===== config.mk =====
export PLATFORM = sky130hd
export DESIGN_NAME = ir_cfg_sequencer
export DESIGN_NICKNAME = d
export VERILOG_FILES = /design/src/rtl/ir_cfg_sequencer.sv
export SDC_FILE = /design/constraint.sdc
export NUM_CORES = 1
export LEC_CHECK = 0
export BUFFER_PORTS_ARGS = -buffer_cell sky130_fd_sc_hd__buf_2
export CORE_MARGIN = 1
export CORE_UTILIZATION = 53
export DETAILED_ROUTE_END_ITERATION = 6
export HOLD_SLACK_MARGIN = 0.02
export PLACE_DENSITY = 0.72
export SLEW_MARGIN = 30
export SYNTH_ARGS = -nofsm -noshare
export SYNTH_HDL_FRONTEND = slang
export SYNTH_SLANG_ARGS = --single-unit

===== constraint.sdc =====
create_clock -name iClk -period 9.2 [get_ports iClk]
set_input_delay 2.3 -clock iClk [delete_from_list [all_inputs] [get_ports iClk]]
set_output_delay 2.3 -clock iClk [all_outputs]
set_load 0.05 [all_outputs]

===== src/rtl/ir_cfg_sequencer.sv =====
// Streams camera config frames (AA LEN .. EB AA) from a combinational byte table to a UART TX,
// with optional per-frame ACK wait, timeout and retry.
module ir_cfg_sequencer #(
   parameter int unsigned ADDR_W     = 8,
   parameter int unsigned MAX_FRAMES = 16,
   parameter int unsigned GAP_CYCLES = 50000,
   parameter int unsigned ACK_EN     = 1,
   parameter logic [7:0]  ACK_BYTE   = 8'h55,
   parameter int unsigned ACK_TMO    = 100000,
   parameter int unsigned MAX_RETRY  = 3
) (
   input  logic              iClk,
   input  logic              iRst_N,
   input  logic              iStart,
   output logic [ADDR_W-1:0] oRomAddr,
   input  logic [7:0]        iRomData,
   output logic [7:0]        oTxData,
   output logic              oTxValid,
   input  logic              iTxReady,
   input  logic [7:0]        iRxData,
   input  logic              iRxValid,
   output logic              oBusy,
   output logic              oDone,
   output logic              oErr,
   output logic [4:0]        oFrameCnt
);

   localparam int unsigned TW  = (ADDR_W + 1 > 9) ? ADDR_W + 1 : 9;
   localparam int unsigned SW  = TW + 1;
   localparam int unsigned GW  = (GAP_CYCLES > 1) ? $clog2(GAP_CYCLES + 1) : 1;
   localparam int unsigned TMW = (ACK_TMO > 1) ? $clog2(ACK_TMO + 1) : 1;
   localparam int unsigned RW  = $clog2(MAX_RETRY + 2);
   localparam logic [SW-1:0] SPAN = SW'(1) << ADDR_W;

   typedef enum logic [2:0] {
      S_IDLE, S_HDR, S_LEN, S_SEND, S_ACK, S_GAP, S_DONE, S_ERR
   } state_t;

   state_t            state, state_n;
   logic [ADDR_W-1:0] addr, addr_n, base, base_n;
   logic [TW-1:0]     total, total_n, idx, idx_n;
   logic [7:0]        tx_data, tx_data_n;
   logic              tx_valid, tx_valid_n;
   logic              busy, busy_n, done, done_n, err, err_n;
   logic [4:0]        frame_cnt, frame_cnt_n;
   logic [TMW-1:0]    tmr, tmr_n;
   logic [RW-1:0]     retry, retry_n, retry_inc;
   logic [GW-1:0]     gap, gap_n;
   logic [TW-1:0]     len_total;
   logic [SW-1:0]     next_base;
   logic              goto_gap;

   assign len_total = TW'(iRomData) + TW'(4);
   assign next_base = SW'(base) + SW'(total);
   assign retry_inc = retry + RW'(1);

   always_ff @(posedge iClk or negedge iRst_N) begin
      if (!iRst_N) begin
         state     <= S_IDLE;
         addr      <= '0;
         base      <= '0;
         total     <= '0;
         idx       <= '0;
         tx_data   <= '0;
         tx_valid  <= 1'b0;
         busy      <= 1'b0;
         done      <= 1'b0;
         err       <= 1'b0;
         frame_cnt <= '0;
         tmr       <= '0;
         retry     <= '0;
         gap       <= '0;
      end else begin
         state     <= state_n;
         addr      <= addr_n;
         base      <= base_n;
         total     <= total_n;
         idx       <= idx_n;
         tx_data   <= tx_data_n;
         tx_valid  <= tx_valid_n;
         busy      <= busy_n;
         done      <= done_n;
         err       <= err_n;
         frame_cnt <= frame_cnt_n;
         tmr       <= tmr_n;
         retry     <= retry_n;
         gap       <= gap_n;
      end
   end

   always_comb begin
      state_n     = state;
      addr_n      = addr;
      base_n      = base;
      total_n     = total;
      idx_n       = idx;
      tx_data_n   = tx_data;
      tx_valid_n  = tx_valid;
      busy_n      = busy;
      done_n      = 1'b0;
      err_n       = err;
      frame_cnt_n = frame_cnt;
      tmr_n       = tmr;
      retry_n     = retry;
      gap_n       = gap;
      goto_gap    = 1'b0;

      case (state)
         S_IDLE, S_DONE, S_ERR: begin
            if (iStart) begin
               state_n     = S_HDR;
               addr_n      = '0;
               base_n      = '0;
               frame_cnt_n = '0;
               retry_n     = '0;
               err_n       = 1'b0;
               busy_n      = 1'b1;
            end
         end
         S_HDR: begin
            if (iRomData != 8'hAA) begin
               state_n = S_DONE;
               done_n  = 1'b1;
               busy_n  = 1'b0;
            end else begin
               base_n  = addr;
               addr_n  = addr + ADDR_W'(1);
               state_n = S_LEN;
            end
         end
         S_LEN: begin
            total_n = len_total;
            if ((iRomData < 8'd2) || ((SW'(base) + SW'(len_total)) > SPAN)) begin
               state_n = S_ERR;
               err_n   = 1'b1;
               busy_n  = 1'b0;
            end else begin
               addr_n  = base;
               idx_n   = '0;
               state_n = S_SEND;
            end
         end
         S_SEND: begin
            // addr runs one byte ahead of tx_data so the next byte loads on the accept edge
            if (!tx_valid) begin
               tx_data_n  = iRomData;
               tx_valid_n = 1'b1;
               addr_n     = addr + ADDR_W'(1);
            end else if (iTxReady) begin
               if (idx == total - TW'(1)) begin
                  tx_valid_n = 1'b0;
                  if (ACK_EN != 0) begin
                     state_n = S_ACK;
                     tmr_n   = '0;
                  end else begin
                     goto_gap = 1'b1;
                  end
               end else begin
                  idx_n     = idx + TW'(1);
                  tx_data_n = iRomData;
                  addr_n    = addr + ADDR_W'(1);
               end
            end
         end
         S_ACK: begin
            if (iRxValid && (iRxData == ACK_BYTE)) begin
               goto_gap = 1'b1;
            end else if (tmr == TMW'(ACK_TMO - 1)) begin
               retry_n = retry_inc;
               if (retry_inc <= RW'(MAX_RETRY)) begin
                  addr_n  = base;
                  idx_n   = '0;
                  state_n = S_SEND;
               end else begin
                  state_n = S_ERR;
                  err_n   = 1'b1;
                  busy_n  = 1'b0;
               end
            end else begin
               tmr_n = tmr + TMW'(1);
            end
         end
         S_GAP: begin
            if (gap == GW'(GAP_CYCLES - 1)) begin
               if ((frame_cnt >= 5'(MAX_FRAMES)) || (next_base >= SPAN)) begin
                  state_n = S_DONE;
                  done_n  = 1'b1;
                  busy_n  = 1'b0;
               end else begin
                  state_n = S_HDR;
               end
            end else begin
               gap_n = gap + GW'(1);
            end
         end
         default: state_n = S_IDLE;
      endcase

      if (goto_gap) begin
         state_n     = S_GAP;
         frame_cnt_n = frame_cnt + 5'd1;
         retry_n     = '0;
         addr_n      = ADDR_W'(next_base);
         gap_n       = '0;
      end
   end

   assign oRomAddr  = addr;
   assign oTxData   = tx_data;
   assign oTxValid  = tx_valid;
   assign oBusy     = busy;
   assign oDone     = done;
   assign oErr      = err;
   assign oFrameCnt = frame_cnt;

endmodule


==> metrics.txt <==
Row Count 38; total power divided by cell area 283 nW/um^2; worst flop-to-flop path startpoint state[2]; Residual DRC 0; vias in the first global route 5028; clock tree from TritonCTS done; count of filler cells inserted in the layout 932; Via Count ~5400; root buf cell clkbuf_16; Distinct cells, synth 73; pin count of the biggest net entering global routing 52; Core Footprint 11000 sq um; cell total after placement 859; Routed Antenna Nets 0; number of antenna violations at the first check in global routing 0; overall die width 109 um; YS warnings 0; die footprint 11900 sq um; clock edge transition at the registers on the reported setup and hold paths 0.07 ns; global-route wire length before repair 25000 um; Setup Buffers After CTS 0; final core area utilization between 60% and 70%; detailed placer's ending HPWL 11200 um; Crit path largest cell delay 0.53 ns; fraction of the yosys area taken by sequential cells 37.2%; length of the first detailed-routing pass in iterations 5; Initial Utilization 55.1%; Final Skew 0.00855 ns; Worst Setup Start Kind input port; Tot GR Track Use ~28%; Crit. path cell count 12; Crit Path Max Fanout 10; primary flip-flop cell chosen by synthesis mapping dfrtp_1; number of buffers created by CTS 9; Async SR Flop Fraction 100%; ratio of routed vias to standard cells 6.15; maximum clock path buffer count 2; buffers plus inverters on the worst setup path 1; cell taking the most area after synthesis dfrtp_1; net count of the mapped netlist about 750; top-area cell type share of the netlist area 37.2%; layout-stage area growth over the synthesis result 10.3%; hold-fix buffers at CTS 0; setup repair after global routing missed its margin false; count of cells along the worst register-to-register path 8; number of enable flip-flop cells after synthesis 0; number of standard cells after synthesis 696; critical path data required time between 9 and 10 ns; aggregate negative setup slack 0 ns; number of max-capacitance violations reported 0; end of the worst register-to-register path oRomAddr[6]; clock network latency to the later pin of the worst-skew pair 0.34 ns; Placer Congestion 0.988; final standard cell count with taps included and fillers excluded 875; final setup violating endpoints 0; hold_sp tmr[16]; status finished clean; layout cells sized above 1 12.8%; GR Overflow Total 0; path category of the worst min-delay check reg2reg; commonest non-fill, non-tap cell in the layout dfrtp_1; cells along the critical path buf_2 > ha_1 > xor2_1 > ha_1 > a21oi_1 > o22ai_1 > nor4b_1 > o211ai_1 > o41a_1 > o21a_1 > a211oi_4 > mux2_2; fin. max-slew vios 0; Critical Path AT approximately 5.7 ns; ratio of final minimum period to clock period just under 60%; most frequent cells in the layout 90 x dfrtp_1, 87 x o21ai_0, 71 x nand2_1; top achievable clock speed between 150 and 200 MHz; starting DRC count in detailed routing 441; cell repeated most along the worst path ha_1; crit path from iRomData[2]; Storage cell area 2250 sq um; register-to-register setup slack 4.93 ns; leakage power approximately 3 nW; slowest cell on the critical path a211oi_4; measured slew at the worst slew-check pin 0.895 ns; Seq cells post-synth 90; post-layout minimum cycle time 5.44 ns; post-synth design cell area around 6100 sq um; Setup crit end kind register; Worst slew margin 40.0%; top-level I/O count 46; routed wirelength normalized by instance count 17.5 um; average instance area after synthesis 8.70 sq um; quantity of I/O buffers inserted on ports 45; cell family with most CP delay compound AO/OA/AOI/OAI gates; clock sink total 90; die height approximately 110 um; post-cts resize count 0; H-tree lvl count 3; Hold Vio Cnt, Final 0; net count reported at finish 786; ranking of synthesized cells by area dfrtp_1 37%, o21ai_0 7.2%, ha_1 6.8%; count of inserted antenna diode cells 0; Critical path destination oRomAddr[6]; VDD IR-drop max 164 uV; Routed Wire Length 15300 um; critical path start-end classification in2reg; total area of multi-input combinational cells 3590 sq um
## report_power, final
group / switching, mW / internal, mW / total, mW
Clock: 0.156 / 0.213 / 0.368
Combinational: 0.532 / 0.329 / 0.860
Sequential: 0.161 / 0.497 / 0.659
## worst min path at each step
stage / endpoint / slack (ns) / cells past startpoint
after floorplan: tmr[16] / 0.45 / 1
after global placement: tmr[16] / 0.46 / 1
after detailed placement: tmr[16] / 0.47 / 1
after CTS: tmr[16] / 0.49 / 1
after global routing: tmr[16] / 0.51 / 1
final: tmr[16] / 0.49 / 1
## final cells by class
cell class / instances / area share [%]
clock buffers: 11 / 3.48
clock inverters: 5 / 0.955
inverters: 29 / 1.63
multi-input cells: 551 / 53.7
flip-flops and latches: 90 / 33.7
well taps: 140 / 2.62
repair buffers: 49 / 3.86
## metrics by stage
step / power (mW) / instance area [sq um] / setup WS, ns / hold WS, ns
after detailed placement: 1.51 / 6380 / 3.46 / 0.472
after floorplan: 1.29 / 6050 / 3.92 / 0.445
after global placement: 1.48 / 6380 / 3.52 / 0.461
final: 1.89 / 6680 / 3.76 / 0.488
after global routing: 2.01 / 6680 / 3.66 / 0.515
after CTS: 1.89 / 6680 / 3.80 / 0.486
## cells in the mapped netlist (all sizes together), types with 7 or more instances
| cell type | instances |
|---|---|
| inv | 28 |
| nand4 | 10 |
| buf | 7 |
| nor2 | 60 |
| clkbuf | 19 |
| ha | 33 |
| nand2b | 21 |
| and3 | 18 |
| o31ai | 8 |
| nor3 | 11 |
| nand2 | 71 |
| a211oi | 7 |
| xor2 | 24 |
| a21oi | 26 |
| nand3 | 33 |
| mux2 | 18 |
| xnor2 | 16 |
| a31oi | 10 |
| o21ai | 88 |
| dfrtp | 90 |
## state kept, by name, indices dropped and copies added (netlist names), 3 cells and up
signal and cells:
retry 3, oFrameCnt 5, idx 9, oRomAddr 8, base 8, tmr 17, state 3, gap 16
oTxData 8, total 9
## logic make-up after synthesis
logic type	share of synthesized area [%]
flops	37.2
buf+inv	3.56
xor+xnor	5.79
fa+ha+maj	7.48
simple gates	21.5
compound gates	20.2
mux	4.34
## metal layers
| metal | part of all wire [%] | wire [um] | track usage [%] |
|---|---|---|---|
| met1 | 46 | 6970 | 38.2 |
| met2 | 47 | 7130 | 43.7 |
| met3 | 5.5 | 833 | 3.35 |
| met4 | 2.2 | 341 | 10.9 |
| met5 | 0 | 0 | 0 |
(Power assumes the default switching activity.)
